<file path="config.mk">
export PLATFORM = sky130hd
export DESIGN_NAME = fetch_stage
export DESIGN_NICKNAME = d
export VERILOG_FILES = /design/src/rtl/mips_pkg.sv /design/src/rtl/if_id_reg.sv /design/src/rtl/fetch_stage.sv
export SDC_FILE = /design/constraint.sdc
export NUM_CORES = 1
export LEC_CHECK = 0
export ABC_CLOCK_PERIOD_IN_PS = 4400
export CAP_MARGIN = 20
export CORE_UTILIZATION = 55
export DETAILED_ROUTE_END_ITERATION = 7
export DONT_BUFFER_PORTS = 1
export PLACE_DENSITY = 0.7
export SLEW_MARGIN = 25
export SYNTH_ARGS = -nofsm -noshare
export SYNTH_HDL_FRONTEND = slang
export SYNTH_HIERARCHICAL = 1
export SYNTH_SLANG_ARGS = --single-unit
</file>
<file path="constraint.sdc">
create_clock -name clk -period 4.4 [get_ports clk]
set_clock_uncertainty 0.2 [all_clocks]
set_input_delay 0.66 -clock clk [delete_from_list [all_inputs] [get_ports clk]]
set_output_delay 0.66 -clock clk [all_outputs]
set_load 0.05 [all_outputs]
</file>
<file path="src/rtl/mips_pkg.sv">
// Shared constants and helpers for the MIPS front-end pipeline stages.
// Latency: n/a (package only).
// Backpressure: n/a (package only).
package mips_pkg;

    localparam logic [31:0] RESET_PC_DEFAULT = 32'h0000_0000;
    // sll $0,$0,0 encodes as all zeros
    localparam logic [31:0] NOP_INSTR        = 32'h0000_0000;
    localparam int          WORD_BYTES       = 4;

    // Instruction addresses are always word aligned; drop the byte offset.
    function automatic logic [31:0] align_word(input logic [31:0] addr);
        return {addr[31:2], 2'b00};
    endfunction

endpackage

</file>
<file path="src/rtl/if_id_reg.sv">
// IF/ID pipeline register: captures the fetched instruction and its PC+4 for decode.
// Latency: 1 cycle from load inputs to outputs.
// Backpressure: hold freezes contents; squash (redirect/flush) overrides hold and inserts a bubble.
module if_id_reg
    import mips_pkg::*;
#(
    parameter logic [31:0] NOP_WORD = NOP_INSTR
) (
    input  logic        clk,
    input  logic        reset,
    input  logic        squash,
    input  logic        hold,
    input  logic [31:0] load_instr,
    input  logic [31:0] load_pc_plus4,
    output logic [31:0] instr,
    output logic [31:0] pc_plus4,
    output logic        valid
);

    // Priority: reset, then squash to a bubble, then hold, then load the new fetch.
    always_ff @(posedge clk) begin
        if (reset || squash) begin
            instr    <= NOP_WORD;
            pc_plus4 <= 32'd0;
            valid    <= 1'b0;
        end else if (!hold) begin
            instr    <= load_instr;
            pc_plus4 <= load_pc_plus4;
            valid    <= 1'b1;
        end
    end

endmodule

</file>
<file path="src/rtl/fetch_stage.sv">
// Instruction fetch: PC register, next-PC selection and IF/ID register for decode.
// Latency: instruction memory is combinational, so a fetch reaches IF/ID one cycle after the PC.
// Backpressure: stall holds PC and IF/ID; a redirect overrides stall and squashes the wrong-path fetch.
module fetch_stage
    import mips_pkg::*;
#(
    parameter logic [31:0] RESET_PC  = RESET_PC_DEFAULT,
    parameter logic [31:0] NOP_INSTR = mips_pkg::NOP_INSTR
) (
    input  logic        clk,
    input  logic        reset,
    input  logic        stall,
    input  logic        flush,
    input  logic        branch_taken,
    input  logic [31:0] branch_target,
    input  logic        jump,
    input  logic [31:0] jump_target,
    output logic [31:0] imem_addr,
    input  logic [31:0] imem_instr,
    output logic [31:0] pc,
    output logic [31:0] if_id_instr,
    output logic [31:0] if_id_pc_plus4,
    output logic        if_id_valid
);

    logic [31:0] pc_plus4;
    logic        redirect;
    logic [31:0] redirect_target;

    // Sequential PC wraps silently at the top of the address space.
    assign pc_plus4  = pc + 32'(WORD_BYTES);
    assign imem_addr = pc;

    // Jump wins over a simultaneous taken branch.
    assign redirect        = jump | branch_taken;
    assign redirect_target = jump ? align_word(jump_target) : align_word(branch_target);

    // PC register: reset, redirect, then advance unless stalled (flush does not affect the PC).
    always_ff @(posedge clk) begin
        if (reset) begin
            pc <= RESET_PC;
        end else if (redirect) begin
            pc <= redirect_target;
        end else if (!stall) begin
            pc <= pc_plus4;
        end
    end

    if_id_reg #(
        .NOP_WORD (NOP_INSTR)
    ) u_if_id_reg (
        .clk           (clk),
        .reset         (reset),
        .squash        (redirect | flush),
        .hold          (stall),
        .load_instr    (imem_instr),
        .load_pc_plus4 (pc_plus4),
        .instr         (if_id_instr),
        .pc_plus4      (if_id_pc_plus4),
        .valid         (if_id_valid)
    );

endmodule

</file>
# After elaboration in Yosys (flattened, before gate mapping)
# Index checks and enable logic that the tools add are counted.
classes:
  n_addsub: 1
  n_eq_ne: 1
  muxes: 3
  bitwise: 2
  n_reduce_logical: 1
ops:
  columns: ["operator", "n"]
  rows:
  - ["32-bit two-way mux", 3]
  - ["32-bit by 3-bit adder with 32-bit output, second input constant", 1]
  - ["2-bit by 1-bit inequality test with 1-bit output, second input constant", 1]
  - ["1-bit OR", 2]
  - ["1-bit logical OR", 1]
totals:
  regBits: 97
  in_bits: 102
  elab_cells: 12

# Depth between registers and ports, before layout
# Gate-level depths: netlist of the first run.
depth:
  depth_word: 3
  depth_mapped: 9
  depth_no_buf: 7

# Modules after synthesis
# Netlist of the first run, hierarchy kept.
modules_own_cells:
  columns: ["mod", "n_inst", "cells_per_inst", "area_per_inst_um2", "seq_area_each_um2"]
  rows:
  - ["fetch_stage", 1, 426, 3151.8, 600.6]
  - ["if_id_reg", 1, 210, 2306.0, 1301.2]

# Worst setup path before layout of the first run
# OpenSTA, ideal clock, no wires.
synth_path:
  kind: "reg2reg"
  from: "register pc[2] (netlist: imem_addr[2])"
  to: "register u_if_id_reg.pc_plus4[22]"
  setup_time_ns: 0.117
  t_arrival_ns: 2.220
  t_required_ns: 4.083
  path_slack_ns: 1.862
  path_stages_with_launch: 9
  period_less_slack_ns: 2.538
  cell_sequence: "dfxtp_1 -> ha_1 -> and4_1 -> buf_2 -> nand2_1 -> or3_1 -> xnor2_1 -> mux2i_1 -> nor2_1"
synth_between:
  elab_chain_len: 1
synth_rtl:
  columns: ["item", "line_no", "source"]
  rows:
  - ["from (decl)", "fetch_stage.sv:20", "output logic [31:0] pc,"]
  - ["from (signal assigned)", "fetch_stage.sv:43", "pc <= redirect_target;"]
  - ["from (signal assigned)", "fetch_stage.sv:45", "pc <= pc_plus4;"]
  - ["32-bit by 3-bit adder with 32-bit output", "fetch_stage.sv:31", "assign pc_plus4 = pc + 32'(WORD_BYTES);"]
  - ["via pc_plus4[22]", "fetch_stage.sv:26", "logic [31:0] pc_plus4;"]
  - ["to (signal assigned)", "if_id_reg.sv:28", "pc_plus4 <= load_pc_plus4;"]
  - ["to (decl)", "if_id_reg.sv:16", "output logic [31:0] pc_plus4,"]
# The timed path passes the listed nets, and every way through them passes these cells.
# A chain may end at the register's enable or synchronous reset.

# Worst setup path in the final report of the first run
layout_path:
  from: "register pc[3] (netlist: imem_addr[3])"
  to: "register u_if_id_reg.pc_plus4[28]"
# Same word-level chain as after synthesis.

==> metrics.cfg, run 1 <==
[finish]
area.growth.synth_to_final_pct=0.8025
drive_above_1_share_pct=11.55
antennaDiodeCount=0
nNetsFinal=705

[global_route]
grt_pass1_vias=4044
grt_first_pass_wirelength_um=20850
grt_antenna_before_repair=0
grt_max_degree=72
overflow=0
grt.total_usage_pct=26.08

[floorplan]
num_io_pins=231
start_util_pct=57.97
row_count=35
core_area_sq_mm=0.009415
die-area_sq_mm=0.01033
dieWidth_um=101.6
die_h_um=101.6

[logic_synthesis]
synth-seq-cells=95
yosysTopAreaCell=dfxtp_1
synth_cell_types=52
synth_area_leaders=dfxtp_1, mux2i_1, buf_4
synthCells=636
syn_avg_cell_area_sq_um=8.581
synth_warnings=6
synth.yosys.seq_area_share_pct=34.85
synth_edf_count=0
netlist_area_sq_mm=0.005458
netlist.area_leader.share_pct=34.85
async_flop_share_pct=0
synth_top_flop_cell=dfxtp_1

[timing]
period_share_pct=61.06
slew_viol_final=0
fmax_ghz=0.3722
hold_viol=0
rsz0062_at_grt=false
finalSetupTns_ns=0
relSlewSlack_pct=29.44
finalWorstPathRequiredPeriod_ns=2.687
worstMarginPinSlew_ns=1.057
finalSetupViolations=0
timing.final.ws_setup_ns=1.713

[route]
viasPerCell=6.038
first_pass_iters=5
vias=4438
routed_wl_um=13730
drt-initial-drc-count=226
antenna_left=0
drcViolationCount=0
drt-wirelength-per-cell_um=18.68

[clock_network]
path_clk_slew_ns=0.11
holdBufCountCts=0
postCtsSetupBuffers=0
cts_buffer_depth=2
tritoncts=done
htree_levels=3
cts.sinks=95
numCtsBuffers=9
cts-resized-gates=0
cts-root-buf=clkbuf_8
worst_skew_pair.late_latency_ns=0.36

[placed_design]
port_buffers=0
dp_slack_ns=1.703
hpwl_um=9838
gp_congestion=0.8851

[critical_path]
slowest_delay_ns=0.40
critical_path_arrival_ns=2.72
crit_chain=buf_4 -> ha_1 -> and4_1 -> nand2_1 -> o31a_1 -> or2_1 -> mux2i_1 -> nor2_1
startpoint_type=flip-flop
path_max_fanout=8
cp-end-kind=flip-flop
path_class=flip-flop to flip-flop
slowest_stage=and4_1
cp.required_ns=4.44

[worst_hold_path]
hold_class=primary input to flip-flop

[power_and_ir_drop]
leakage_nw=2.227
power.total_mw=1.881
vdd_drop_max_mv=0.1670
power_density_mw_per_mm2=342.0

[status]
outcome=finished, final reports clean

[run]
max-cap-violations=0

[path summary, 6_finish.rpt]
check	start	end	slack, ns	cells past startpoint
setup / recovery	imem_addr[3]$_SDFFE_PP0N_	u_if_id_reg/pc_plus4[28]$_SDFFE_PP0N_	1.71	8
hold / removal	reset	imem_addr[2]$_SDFFE_PP0N_	0.15	1
setup reg to reg	imem_addr[3]$_SDFFE_PP0N_	u_if_id_reg/pc_plus4[28]$_SDFFE_PP0N_	1.71	8
hold reg to reg	imem_addr[18]$_SDFFE_PP0N_	imem_addr[18]$_SDFFE_PP0N_	0.38	1
[cell type report]
type | instances | area [sq um]
fill | 878 | 3914
clock inverter | 6 | 53.80
timing repair buffer | 30 | 225.2
tap | 129 | 161.4
inverter | 12 | 45.04
multi-input combinational | 454 | 2990
clock buffer | 9 | 123.9
sequential | 95 | 1902
[synthesized netlist by cell type (5+ instances only)]
| cell type | instances |
|---|---|
| buf_6 | 7 |
| and2_1 | 14 |
| o21ai_0 | 35 |
| nand4_1 | 7 |
| nand2_1 | 37 |
| nand2b_1 | 14 |
| clkbuf_1 | 7 |
| mux2i_1 | 71 |
| xnor2_1 | 21 |
| inv_1 | 12 |
| nor3_1 | 10 |
| nor2_1 | 81 |
| o21a_1 | 5 |
| and3_1 | 7 |
| o211ai_1 | 5 |
| a21oi_1 | 46 |
| o31ai_1 | 10 |
| xor2_1 | 6 |
| nand3_1 | 13 |
| buf_2 | 20 |
| dfxtp_1 | 95 |
| buf_4 | 45 |
[cells in the final DEF, fill, tap and decap left out, types with 4 or more instances in the layout]
master / synthesis / routed
nand3_2: 4 / 4
a31oi_1: 4 / 4
nand4_1: 7 / 7
nand3_1: 13 / 13
o21ai_0: 35 / 35
xor2_1: 6 / 6
a21oi_1: 46 / 46
dfxtp_1: 95 / 95
and4_1: 4 / 4
a211o_1: 4 / 4
o31ai_1: 10 / 10
nand2b_1: 14 / 14
o21a_1: 5 / 5
mux2i_1: 71 / 71
nor2_1: 81 / 81
nor3_1: 10 / 10
conb_1: 1 / 6
and2_1: 14 / 14
clkbuf_8: 0 / 9
nand2_1: 37 / 37
inv_1: 12 / 12
xnor2_1: 21 / 21
buf_4: 45 / 30
o211ai_1: 5 / 5
nor4_1: 4 / 4
and3_1: 7 / 7
[flip-flops by register name, indices dropped and copies added (netlist names)]
signal and flops:
u_if_id_reg/instr 32, u_if_id_reg/pc_plus4 32, imem_addr 30, u_if_id_reg/valid 1
[cells by family (layout without fill, tap and decap cells)]
| logic type | Yosys count | count (layout) | share of synthesized area (%) |
|---|---|---|---|
| compound gates | 130 | 130 | 14.97 |
| xor+xnor | 27 | 27 | 4.333 |
| fa+ha+maj | 1 | 1 | 0.2292 |
| buf+inv | 92 | 57 | 10.84 |
| flops | 95 | 95 | 34.85 |
| mux | 71 | 71 | 13.02 |
| other cells | 1 | 6 | 0.06871 |
| simple gates | 219 | 219 | 21.69 |
[power by group]
group / switching, mW / internal, mW / leakage, nW
logic: 0.284 / 0.115 / 1.37
clock network: 0.337 / 0.213 / 0.0818
registers: 0.0470 / 0.886 / 0.772
[per-stage QoR]
stage | utilization, % | hold WS [ns] | instances | instance area [sq um]
6_report | 58.43 | 0.1526 | 735 | 5502
5_1_grt | 58.43 | 0.1359 | 735 | 5502
4_1_cts | 58.38 | 0.1437 | 735 | 5497
3_5_place_dp | 56.49 | 0.3607 | 720 | 5319
3_3_place_gp | 56.49 | 0.3405 | 720 | 5319
2_1_floorplan | - | 0.4637 | 641 | 5477
[worst max-delay path: cells and delay by family, from the launching register on]
| kind | cells | cell delay, ns |
|---|---|---|
| and+or+nand+nor | 4 | 0.90 |
| buffers and inverters | 1 | 0.32 |
| muxes | 1 | 0.15 |
| DFF | 1 | 0.32 |
| AOI/OAI and AO/OA | 1 | 0.34 |
| adders and majority gates | 1 | 0.34 |
[routing by layer]
metal / share of wire, % / wire length (um) / global-route usage, % / up-vias
li1: - / - / - / 2109
met2: 47 / 6417 / 44.44 / 222
met5: 0 / 0 / 0 / -
met3: 9.1 / 1256 / 6.280 / 19
met1: 43 / 5843 / 32.36 / 2088
met4: 1.6 / 213 / 8.250 / 0
(Power assumes the default switching activity.)
==> run 2, diff against run 1 <==
--- a/config.mk
+++ b/config.mk
@@ -5,7 +5,7 @@
 export SDC_FILE = /design/constraint.sdc
 export NUM_CORES = 1
 export LEC_CHECK = 0
-export ABC_CLOCK_PERIOD_IN_PS = 4400
+export ABC_CLOCK_PERIOD_IN_PS = 2750
 export CAP_MARGIN = 20
 export CORE_UTILIZATION = 55
 export DETAILED_ROUTE_END_ITERATION = 7
==> constraint.sdc (replaced) <==
create_clock -name clk -period 2.75 [get_ports clk]
set_clock_uncertainty 0.2 [all_clocks]
set_input_delay 0.4125 -clock clk [delete_from_list [all_inputs] [get_ports clk]]
set_output_delay 0.4125 -clock clk [all_outputs]
set_load 0.05 [all_outputs]
==> run 2 against run 1 <==
Final area increased by 6.3%. Largest cell class unchanged. Count of clock-buffer cells in the layout increased by 1. Register-to-register slack got worse by 1.3 ns. Final cell count increased by 4.9%.
==> metrics.cfg, run 2 (synthesized netlist as in run 1, its figures left out) <==
[clock_network]
cts.sinks=95  ; unchanged
postCtsSetupBuffers=0  ; unchanged
cts_buffer_depth=2  ; unchanged
tritoncts=done
cts-root-buf=clkbuf_8
cts-resized-gates=0  ; unchanged
worst_skew_pair.late_latency_ns=0.37  ; about the same
path_clk_slew_ns=0.11  ; about the same
holdBufCountCts=27  ; +27
numCtsBuffers=9  ; unchanged
htree_levels=3  ; unchanged

[critical_path]
crit_chain=ha_1 -> and4_1 -> buf_4 -> nand3_1 -> nor2_1 -> a21oi_1 -> o221a_2
path_max_fanout=6  ; -2
cp_top_family=simple AND/OR/NAND/NOR gates
critical_path_arrival_ns=2.36  ; -0.36 ns
cp.required_ns=2.82  ; -1.62 ns
reg2reg_to=imem_addr[14]$_SDFFE_PP0N_
cp-end-kind=flip-flop
r2r_slack_ns=0.46  ; -1.25 ns
slowest_delay_ns=0.46  ; +0.06 ns
crit_buf_inv=1  ; unchanged
slowest_stage=dfxtp_1
reg2reg_from=imem_addr[2]$_SDFFE_PP0N_
startpoint_type=flip-flop
ff2ff_path_depth=7  ; -1
path_class=flip-flop to flip-flop

[worst_hold_path]
min_to=u_if_id_reg/instr[12]$_SDFFE_PP0N_
hold_class=primary input to flip-flop
hold_depth=2  ; +1
min_from=imem_instr[12]

[finish]
final_cells=771  ; +4.9%
area.growth.synth_to_final_pct=7.176
multi_input_area_sq_mm=0.002985  ; -0.17%
nNetsFinal=740  ; +5.0%
fillCellCount=845  ; -3.8%
antennaDiodeCount=0  ; unchanged
drive_above_1_share_pct=11.99  ; +0.44 points
mostFrequentLayoutCell=dfxtp_1
layout.cells.most_common_list=dfxtp_1, nor2_1, mux2i_1
seq_area_sq_mm=0.001902  ; unchanged

[run]
max-cap-violations=0  ; unchanged

[placed_design]
dp_slack_ns=0.5163  ; -1.187 ns
gp_congestion=0.8866  ; +0.17%
port_buffers=0  ; unchanged
dp_cells=726  ; +0.83%
hpwl_um=9880  ; +0.43%

[global_route]
grt_pass1_vias=4309  ; +6.6%
overflow=0  ; unchanged
grt_first_pass_wirelength_um=22070  ; +5.9%
grt_max_degree=68  ; -5.6%
grt_antenna_before_repair=0  ; unchanged
grt.total_usage_pct=27.95  ; +1.9 points

[status]
outcome=finished, final reports clean

[floorplan]
core_area_sq_mm=0.009415  ; unchanged
die-area_sq_mm=0.01033  ; unchanged
row_count=35  ; unchanged
die_h_um=101.6  ; unchanged
num_io_pins=231  ; unchanged
start_util_pct=57.97  ; unchanged
dieWidth_um=101.6  ; unchanged

[route]
vias=4554  ; +2.6%
first_pass_iters=5  ; unchanged
drt-wirelength-per-cell_um=18.87  ; +1.0%
routed_wl_um=14550  ; +6.0%
viasPerCell=5.907  ; -2.2%
drt-initial-drc-count=215  ; -4.9%
antenna_left=0  ; unchanged
wirelength_met1_um=6193  ; +6.0%
drcViolationCount=0  ; unchanged
dr.max_layer_used=met4
wl_met3_um=1337  ; +6.4%
met2_length_um=6758  ; +5.3%

[timing]
finalWorstPathRequiredPeriod_ns=2.289  ; -0.3976 ns
period_share_pct=83.24  ; +22 points
slew_viol_final=0  ; unchanged
timing.final.ws_setup_ns=0.4609  ; -1.252 ns
worstMarginPinSlew_ns=0.9277  ; -0.1293 ns
finalSetupViolations=0  ; unchanged
rsz0062_at_grt=false
finalSetupTns_ns=0  ; unchanged
hold_viol=0  ; unchanged
relSlewSlack_pct=37.95  ; +8.5 points
fmax_ghz=0.4368  ; +17%

[power_and_ir_drop]
power_density_mw_per_mm2=530.0  ; +55%
vdd_drop_max_mv=0.2697  ; +61%
leakage_nw=2.396  ; +7.6%
power.total_mw=3.100  ; +65%

[run 2: worst max path at each step]
stage	cells after the start	to	from	slack, ns
finish	7	imem_addr[14]$_SDFFE_PP0N_	imem_addr[2]$_SDFFE_PP0N_	0.46
global route	6	imem_addr[26]$_SDFFE_PP0N_	imem_addr[2]$_SDFFE_PP0N_	0.26
CTS	6	imem_addr[26]$_SDFFE_PP0N_	imem_addr[2]$_SDFFE_PP0N_	0.49
detailed placement	7	imem_addr[14]$_SDFFE_PP0N_	imem_addr[2]$_SDFFE_PP0N_	0.52
global placement	7	imem_addr[14]$_SDFFE_PP0N_	imem_addr[2]$_SDFFE_PP0N_	0.54
floorplan	8	u_if_id_reg/pc_plus4[22]$_SDFFE_PP0N_	imem_addr[2]$_SDFFE_PP0N_	0.21
[run 2: power breakdown]
part	internal (mW)	switching [mW]	total, mW	leakage (nW)
logic	0.215	0.475	0.690	1.52
clock network	0.378	0.540	0.919	0.102
registers	1.42	0.0728	1.49	0.772
[run 2: metrics by stage]
stage | util (%) | area, sq um | hold slack (ns)
after floorplan | - | 5477 | 0.3564
after global placement | 56.97 | 5364 | 0.2863
after detailed placement | 56.97 | 5364 | 0.2876
after CTS | 61.91 | 5829 | 0.001435
after global routing | 62.13 | 5849 | 0.004604
final | 62.13 | 5849 | 0.009112
[run 2: area by class of cell]
cell class                 count  area share [%]
inverter                      12          0.7701
clock buffer                  10           2.353
clock inverter                 6          0.9840
multi-input combinational    454           51.04
sequential                    95           32.51
timing repair buffer          65           9.583
tap                          129           2.759
[run 2: per-layer routing]
metal | GRT usage (%) | vias to the layer above
li1 | - | 2188
met1 | 34.17 | 2118
met2 | 48.39 | 222
met3 | 6.694 | 26
met4 | 8.584 | 0
met5 | 0 | -
